[src/rtl/video_to_fifo_ctrl.sv]
// rtl/video_to_fifo_ctrl.sv - DE-framed RGB video packer feeding the AXI write FIFO
//
// Packs AXI4_DATA_WIDTH/32 pixels per FIFO word, first pixel in the MSB lane
// (lane = {8'h00, rgb}). Raises one burst request per completed line of
// BURST_BEATS words so the AXI writer moves one line at a time.
//
// Optional feature macro: VIDEO_TO_FIFO_TEST_PATTERN_EN replaces the pixel
// with {x[7:0], y[7:0], frame[7:0]}, framing still taken from vs/de.
//
// Ports:
//   M_AXI_ACLK, M_AXI_ARESETN   clock, asynchronous active-low reset
//   video_vs_in/de_in/data_in   video input, synchronous to M_AXI_ACLK
//   fifo_data_out, fifo_wr_en   packed word and its one-cycle write strobe
//   fifo_full                   FIFO full; a word hitting it is dropped
//   AXI_FULL_BURST_VALID/READY  line-burst request handshake
//   frame_start                 one-cycle pulse after VS falling edge
//   err_overflow, err_line      sticky error flags, cleared by reset only
module video_to_fifo_ctrl #(
  parameter int H_DISP          = 1920,
  parameter int V_DISP          = 1080,
  parameter int AXI4_DATA_WIDTH = 128,
  parameter int BURST_BEATS     = H_DISP * 32 / AXI4_DATA_WIDTH,
  parameter int REQ_CNT_W       = 4
) (
  input  logic                       M_AXI_ACLK,
  input  logic                       M_AXI_ARESETN,
  input  logic                       video_vs_in,
  input  logic                       video_de_in,
  input  logic [23:0]                video_data_in,
  output logic [AXI4_DATA_WIDTH-1:0] fifo_data_out,
  output logic                       fifo_wr_en,
  input  logic                       fifo_full,
  output logic                       AXI_FULL_BURST_VALID,
  input  logic                       AXI_FULL_BURST_READY,
  output logic                       frame_start,
  output logic                       err_overflow,
  output logic                       err_line
);
  localparam int AW     = AXI4_DATA_WIDTH;
  localparam int LANES  = AW / 32;
  localparam int LANE_W = $clog2(LANES);
  localparam int BEAT_W = $clog2(BURST_BEATS + 1);
  localparam int LINE_W = $clog2(V_DISP + 1);

  localparam logic [LANE_W-1:0]    LANE_LAST = LANE_W'(LANES - 1);
  localparam logic [BEAT_W-1:0]    BEAT_LAST = BEAT_W'(BURST_BEATS - 1);
  localparam logic [BEAT_W-1:0]    BEAT_MAX  = BEAT_W'(BURST_BEATS);
  localparam logic [LINE_W-1:0]    LINE_MAX  = LINE_W'(V_DISP);
  localparam logic [REQ_CNT_W-1:0] REQ_MAX   = '1;

  localparam logic [0:0] S_IDLE = 1'b0;
  localparam logic [0:0] S_REQ  = 1'b1;

  logic                 vs_d1_q, de_d1_q;
  logic [23:0]          px_d1_q;
  logic [23:0]          pixel_in;
  logic [AW-33:0]       pack_q;        // earlier lanes of the word being built
  logic [LANE_W-1:0]    lane_q;
  logic [BEAT_W-1:0]    beat_q;
  logic [LINE_W-1:0]    line_q;
  logic                 line_done_q;
  logic [REQ_CNT_W-1:0] req_cnt_q, req_cnt_d;
  logic [0:0]           state_q, state_d;
  logic [AW-1:0]        data_q;
  logic                 wr_en_q, fs_q, err_ovf_q, err_line_q;

  logic                 fs_evt, line_ok, word_evt, reach, short_line, hs, req_sat;
  logic [AW-1:0]        pack_d, word_d;
  logic [LANE_W-1:0]    fill_sh;

  assign fs_evt  = vs_d1_q & ~video_vs_in;
  assign line_ok = line_q < LINE_MAX;

  // A word closes on its last lane, or early when DE drops with a partial word.
  assign word_evt = ~fs_evt & de_d1_q & ((lane_q == LANE_LAST) | ~video_de_in);
  assign pack_d   = {pack_q, 8'h00, px_d1_q};
  // Shift filled lanes up to the MSB end; vacated low lanes become zero.
  assign fill_sh  = LANE_LAST - lane_q;
  assign word_d   = pack_d << {fill_sh, 5'd0};

  assign reach      = word_evt & line_ok & (beat_q == BEAT_LAST);
  assign short_line = ~fs_evt & de_d1_q & ~video_de_in & (~line_ok | (beat_q < BEAT_LAST));

`ifdef VIDEO_TO_FIFO_TEST_PATTERN_EN
  localparam int XW = $clog2(H_DISP + 1);
  logic [XW-1:0] x_q;
  logic [7:0]    frame_cnt_q;

  always_ff @(posedge M_AXI_ACLK or negedge M_AXI_ARESETN) begin
    if (!M_AXI_ARESETN) begin
      x_q         <= '0;
      frame_cnt_q <= '0;
    end else begin
      if (fs_evt) frame_cnt_q <= frame_cnt_q + 8'd1;
      x_q <= video_de_in ? x_q + 1'b1 : '0;
    end
  end

  // Frames are numbered from 0, so the first frame_start yields index 0.
  assign pixel_in = {8'(x_q), 8'(line_q), frame_cnt_q - 8'd1};
`else
  assign pixel_in = video_data_in;
`endif

  // Request FSM: VALID while any completed line is still unclaimed.
  always_comb begin
    hs        = (state_q == S_REQ) & AXI_FULL_BURST_READY;
    req_cnt_d = req_cnt_q;
    req_sat   = 1'b0;
    if (line_done_q & ~hs) begin
      if (req_cnt_q == REQ_MAX) req_sat = 1'b1;
      else                      req_cnt_d = req_cnt_q + 1'b1;
    end else if (~line_done_q & hs) begin
      req_cnt_d = req_cnt_q - 1'b1;
    end
    state_d = (req_cnt_d != '0) ? S_REQ : S_IDLE;
  end

  always_ff @(posedge M_AXI_ACLK or negedge M_AXI_ARESETN) begin
    if (!M_AXI_ARESETN) begin
      vs_d1_q     <= 1'b0;
      de_d1_q     <= 1'b0;
      px_d1_q     <= '0;
      pack_q      <= '0;
      lane_q      <= '0;
      beat_q      <= '0;
      line_q      <= '0;
      line_done_q <= 1'b0;
      req_cnt_q   <= '0;
      state_q     <= S_IDLE;
      data_q      <= '0;
      wr_en_q     <= 1'b0;
      fs_q        <= 1'b0;
      err_ovf_q   <= 1'b0;
      err_line_q  <= 1'b0;
    end else begin
      vs_d1_q     <= video_vs_in;
      de_d1_q     <= video_de_in;
      px_d1_q     <= pixel_in;
      fs_q        <= fs_evt;
      line_done_q <= reach;
      req_cnt_q   <= req_cnt_d;
      state_q     <= state_d;
      wr_en_q     <= word_evt & line_ok & ~fifo_full;

      if (word_evt & line_ok & ~fifo_full) data_q <= word_d;
      if ((word_evt & line_ok & fifo_full) | req_sat) err_ovf_q <= 1'b1;
      if (short_line) err_line_q <= 1'b1;

      if (fs_evt) begin
        lane_q <= '0;
        beat_q <= '0;
        line_q <= '0;
      end else if (de_d1_q) begin
        pack_q <= pack_d[AW-33:0];
        lane_q <= word_evt ? '0 : lane_q + 1'b1;
        if (~video_de_in) begin
          beat_q <= '0;
          if (line_q != LINE_MAX) line_q <= line_q + 1'b1;
        end else if (word_evt && (beat_q != BEAT_MAX)) begin
          beat_q <= beat_q + 1'b1;
        end
      end
    end
  end

  assign fifo_data_out        = data_q;
  assign fifo_wr_en           = wr_en_q;
  assign AXI_FULL_BURST_VALID = (state_q == S_REQ);
  assign frame_start          = fs_q;
  assign err_overflow         = err_ovf_q;
  assign err_line             = err_line_q;

endmodule
[config.mk]
export PLATFORM = sky130hd
export DESIGN_NAME = video_to_fifo_ctrl
export DESIGN_NICKNAME = d
export VERILOG_FILES = /design/src/rtl/video_to_fifo_ctrl.sv
export SDC_FILE = /design/constraint.sdc
export NUM_CORES = 1
export LEC_CHECK = 0
export BUFFER_PORTS_ARGS = -buffer_cell sky130_fd_sc_hd__buf_4
export CORE_ASPECT_RATIO = 1.4
export CORE_UTILIZATION = 50
export CTS_BUF_LIST = sky130_fd_sc_hd__clkbuf_2
export DETAILED_ROUTE_END_ITERATION = 10
export GPL_TIMING_DRIVEN = 0
export PLACE_DENSITY = 0.78
export SYNTH_ARGS = -nofsm -noshare
export SYNTH_HDL_FRONTEND = slang
export SYNTH_SLANG_ARGS = --single-unit
[constraint.sdc]
create_clock -name M_AXI_ACLK -period 3.76 [get_ports M_AXI_ACLK]
set_input_delay 0.188 -clock M_AXI_ACLK [delete_from_list [all_inputs] [get_ports M_AXI_ACLK]]
set_output_delay 0.188 -clock M_AXI_ACLK [all_outputs]
set_load 0.1 [all_outputs]
* Yosys cells after proc, flatten, opt, wreduce, memory -nomap -nowiden
Cells that the tools add are included.
** Cells by class
- Add/subtract/negate cells :: 6
- Magnitude comparators :: 2
- Eq/ne operators :: 7
- Shifts and indexed selects :: 1
- Muxes and demuxes :: 17
- Bitwise gates (word level) :: 22
- Reductions and logical operators :: 7
** Operators by type and width (count)
- left shift 120 x 7 -> 128 bit :: 1
- two-way mux 11 bit :: 4
- two-way mux 9 bit :: 4
- AND 1 bit :: 12
- two-way mux 4 bit :: 3
- adder 11 x 1 -> 11 bit, second input constant :: 1
- less-than comparator 11 bit, second input constant :: 1
- != test 11 bit, second input constant :: 1
- adder 9 x 1 -> 9 bit, second input constant :: 1
- == test 9 bit, second input constant :: 1
- less-than comparator 9 bit, second input constant :: 1
- != test 9 bit, second input constant :: 1
- inverter 1 bit :: 7
- two-way mux 2 bit :: 3
- adder 4 x 1 -> 4 bit, second input constant :: 1
- == test 4 bit, second input constant :: 1
- AND reduction 2 bit :: 2
- nonzero test 2 bit :: 2
- nonzero test 4 bit :: 1
- subtractor 4 x 1 -> 4 bit, second input constant :: 1
- two-way mux 1 bit :: 3
- != test 3 x 1 -> 1 bit, second input constant :: 1
- bitwise OR 1 bit :: 3
- AND reduction 3 bit :: 1
- other kinds (5) :: 5
** Storage, ports and cells
- Register bits :: 258
- Output and inout bits :: 133
- Logic and storage cells :: 77

* Depth between registers and ports, before layout
- Word-level depth :: 10
- Gate-level depth with buffers :: 9
- Gate-level depth less buffers :: 7

* Worst setup path before layout
Ideal clock, no wire load.
- Path type :: register -> register
- Start :: reg state_q (netlist: AXI_FULL_BURST_VALID)
- End :: reg state_q (netlist: AXI_FULL_BURST_VALID)
- Setup time :: 0.138 ns
- Arrival time :: 2.033 ns
- Required time :: 3.622 ns
- Slack :: 1.589 ns
- Cell stages (with the launch flop) :: 6
- Period minus slack after synthesis :: 2.171 ns
- Path through :: dfrtp_1 a21boi_1 and4_1 nor3_1 a21oi_1 or4_1
** Between the ends
- Cells in the longest elaborated chain, start to end :: 6
- Elaborated cells on any way between the ends :: 8
** RTL lines
- start: declaration :: line 63 : logic [0:0] state_q, state_d;
- start signal: assignment :: line 143 : state_q <= state_d;
- AND 1 bit (*) :: line 107 : hs = (state_q == S_REQ) & AXI_FULL_BURST_READY;
- AND 1 bit / inverter 1 bit (equally long branches) :: line 113, 110
- two-way mux 4 bit / AND 1 bit (equally long branches) :: line 113, 110
- two-way mux 4 bit (*) :: line 110 : if (line_done_q & ~hs) begin
- named net req_cnt_d[3] :: line 62 : logic [REQ_CNT_W-1:0] req_cnt_q, req_cnt_d;
- nonzero test 4 bit (*) :: line 116 : state_d = (req_cnt_d != '0) ? S_REQ : S_IDLE;
- two-way mux 1 bit (*) :: line 116
- named net state_d :: line 63
Mark *: on every way through the listed nets, which the timed path passes. The rest lies on a longest branch.
A chain may end at the register's enable or synchronous reset.

* Worst setup path in the final report
- Start :: in video_vs_in
- End :: reg pack_q[66]
** Between the ends
- Cells in the longest elaborated chain, start to end :: 4
** RTL lines
- start: declaration :: line 27 : input logic video_vs_in,
- inverter 1 bit :: line 71 : assign fs_evt = vs_d1_q & ~video_vs_in;
- AND 1 bit :: line 71
- inverter 1 bit (no source line)
- AND reduction 2 bit (no source line)
- end signal: assignment :: line 155 : pack_q <= pack_d[AW-33:0];
- end: declaration :: line 57 : logic [AW-33:0] pack_q;
Every way passes these cells.

==> metrics.yaml <==
sta:
  tns_ps: 0
  slew_headroom_pct: 40.5
  finalHoldViolCount: 0
  rsz0062_at_grt: "false"
  period_share_pct: 64.0
  finalCriticalPeriod_ps: 2410
  final.setup.worst_slack_ps: 1350
  worstMarginPinSlew_ps: 893
  setup-violations-final: 0
  final.setup_skew_ps: 32.7
  fmax_ghz: 0.416
  slew_viol_final: 0
worst_setup_path:
  regToRegSetupSlack_ps: 1400
  cp_slowest_cell: "dlygate4sd3_1"
  critPathArrivalTime_ps: 3070
  cpMostUsedCell: "dlygate4sd3_1"
  path_delay_family: "buffers and inverters"
  cp_max_fo: 10
  cp.buffers_inverters: 5
  required_ps: 4430
  cp-start-kind: "input pin"
  slowest_delay_ps: 560
  crit_chain: "dlygate4sd3_1 -> dlygate4sd3_1 -> buf_4 -> nand2b_2 -> nand2_1 -> clkbuf_1 -> buf_2 -> mux2_2"
  endpoint_kind: "flop"
  crit_type: "input pin to flop"
synthesis:
  synthTopCellsByArea: "dfrtp_1 55%, mux2_2 13%, nand2_1 4.9%"
  synth_ff_type: "dfrtp_1"
  synth_cell_types: 51
  synth_enable_flop_cells: 0
  synth_most_common_cell: "dfrtp_1"
  avgSynthCellArea_sq_um: 11.5
  yosysSeqAreaShare_pct: 55.0
  synthCells: 897
  syn_area_sq_um: 10300
  yosys_warnings: 0
  yosys.area.top_type: "dfrtp_1"
  async_flop_share_pct: 100
  ys_top_cells_by_count: "226 x dfrtp_1, 134 x nand2_1, 121 x mux2_2"
  ys_ff_latch: 226
  synthDominantCellAreaShare_pct: 55.0
die:
  die_h_um: 172
  core_area_sq_um: 20000
  rows: 61
  die_w_um: 123
  dieArea_sq_um: 21200
  start_util_pct: 51.4
  io_pins: 163
grt:
  overflow: 0
  grt_max_degree: 119
  grt_pass1_vias: 7845
  grt_pass1_wl_um: 40900
  grt_antenna_before_repair: 1
  track_usage_pct: 25.5
routing:
  routed_wl_um: 26200
  avgRoutedWirePerCell_um: 18.1
  vias_per_cell: 5.43
  first_pass_iters: 4
  drc: 0
  ant_nets: 0
  drt_iter0_drc: 458
  num_vias: 7863
place:
  port_buffers: 130
  dpl.hpwl_um: 17600
  gp_congestion: 0.847
  dp_slack_ps: 1460
clock_network:
  cts_tree: "built"
  cts_buffers: 53
  cts.htree.levels: 2
  clk_latency_ps: 800
  ctsResizeCount: 0
  cts.sinks: 226
  clk_pin_slew_ps: 110
  cts_setup_buffers: 0
  cts.path.max_buffers: 3
  cts_hold_buffers: 45
  clock-root-buffer: "clkbuf_2"
flow_run:
  cap_violations: 0
power:
  switchingPower_uw: 2770
  p_int_uw: 3850
  vdd_drop_max_uv: 315
  sw_frac_of_total_pct: 41.9
  p_per_area_nw_per_um2: 524
  combPwrFrac_pct: 32.8
  p_leak_uw: 0.00589
  power.share.sequential_pct: 45.0
  total_power_uw: 6620
  p_clk_share_pct: 22.2
final_layout:
  drive_gt1_share_pct: 34.7
  fin_nets: 1200
  finalCoreUtilization_pct: 63.2
  areaGrowthSynthToFinish_pct: 22.9
status:
  status: "complete, no violations"
worst_hold_path:
  min_path_type: "input pin to async pin"
-- per-layer routing --
layer | vias to the layer above | GRT usage [%] | routed length (um)
met5 | - | 0 | 0
met4 | 0 | 13.1 | 1050
met3 | 84 | 5.07 | 1430
met2 | 265 | 42.9 | 13300
met1 | 3889 | 30.7 | 10500
li1 | 3625 | - | -
-- power groups by stage --
stage	registers (uW)	logic, uW	clock network (uW)
after floorplan	3920	721	0
after global placement	3010	2100	0
after detailed placement	3020	2140	0
after CTS	2970	2170	1500
after global routing	3020	2270	1620
final	2980	2170	1470
-- cells in the final DEF, fill, tap and decap left out, types with 29 or more instances in the layout --
| master | Yosys | layout |
|---|---|---|
| conb_1 | 1 | 32 |
| clkbuf_2 | 0 | 73 |
| nor2_1 | 43 | 43 |
| dfrtp_1 | 226 | 226 |
| buf_4 | 32 | 161 |
| clkbuf_1 | 29 | 29 |
| dlygate4sd3_1 | 0 | 49 |
| mux2_2 | 121 | 121 |
| o21ai_1 | 69 | 69 |
| nand2_1 | 134 | 134 |
-- worst register-to-register path, stage by stage, from the launching register on --
cell      delay [ps]
dfrtp_1          380
clkbuf_1         430
buf_2            350
clkbuf_1         670
a211oi_2         210
a21o_1           200
-- through the flow --
stage                     hold slack [ps]  cell area, sq um  cells
after global routing                 3.06             12600   1448
after floorplan                      -108             10400    928
after detailed placement              298             11700   1311
after CTS                            3.17             12600   1443
after global placement                298             11700   1310
final                                24.2             12600   1448
-- layout make-up --
| cell class | instances | area (sq um) |
|---|---|---|
| Clock buffer | 73 | 365 |
| Inverter | 11 | 41.3 |
| Antenna cell | 1 | 2.50 |
| Multi-Input combinational cell | 601 | 4140 |
| Buffer | 90 | 563 |
| Timing Repair Buffer | 180 | 1500 |
| Sequential cell | 226 | 5660 |
| Fill cell | 1645 | 7360 |
| Tap cell | 252 | 315 |
| Clock inverter | 14 | 55.1 |
-- cells by family after synthesis --
group	Yosys count	share of synthesized area [%]
flip-flops	226	55.0
AO/OA/AOI/OAI	176	11.9
buffers and inverters	101	5.88
adder cells (fa/ha/maj)	7	0.852
multiplexers	145	15.6
XOR/XNOR	11	0.937
other	1	0.0365
AND/OR/NAND/NOR	230	9.79
-- path summary, 6_finish.rpt --
| kind | from | endpoint | cells after the start |
|---|---|---|---|
| max | video_vs_in | pack_q[66]$_DFFE_PN0P_ | 8 |
| min reg2reg | fifo_data_out[36]$_DFFE_PN0P_ | fifo_data_out[36]$_DFFE_PN0P_ | 2 |
| min in group M_AXI_ACLK | video_data_in[2] | px_d1_q[2]$_DFF_PN0_ | 2 |
| min | M_AXI_ARESETN | fifo_data_out[110]$_DFFE_PN0P_ | 2 |
| max in group asynchronous | M_AXI_ARESETN | px_d1_q[2]$_DFF_PN0_ | 3 |
| max reg2reg | lane_q[0]$_DFFE_PN0P_ | fifo_data_out[99]$_DFFE_PN0P_ | 5 |
-- state kept, by name (all words and copies together) (netlist names) --
| register | count |
|---|---|
| line_q | 11 |
| AXI_FULL_BURST_VALID | 1 |
| line_done_q | 1 |
| err_overflow | 1 |
| frame_start | 1 |
| req_cnt_q | 4 |
| beat_q | 9 |
| fifo_wr_en | 1 |
| vs_d1_q | 1 |
| de_d1_q | 1 |
| fifo_data_out | 96 |
| lane_q | 2 |
| pack_q | 72 |
| px_d1_q | 24 |
| err_line | 1 |
Note: power is estimated with default switching activity, not from simulation.
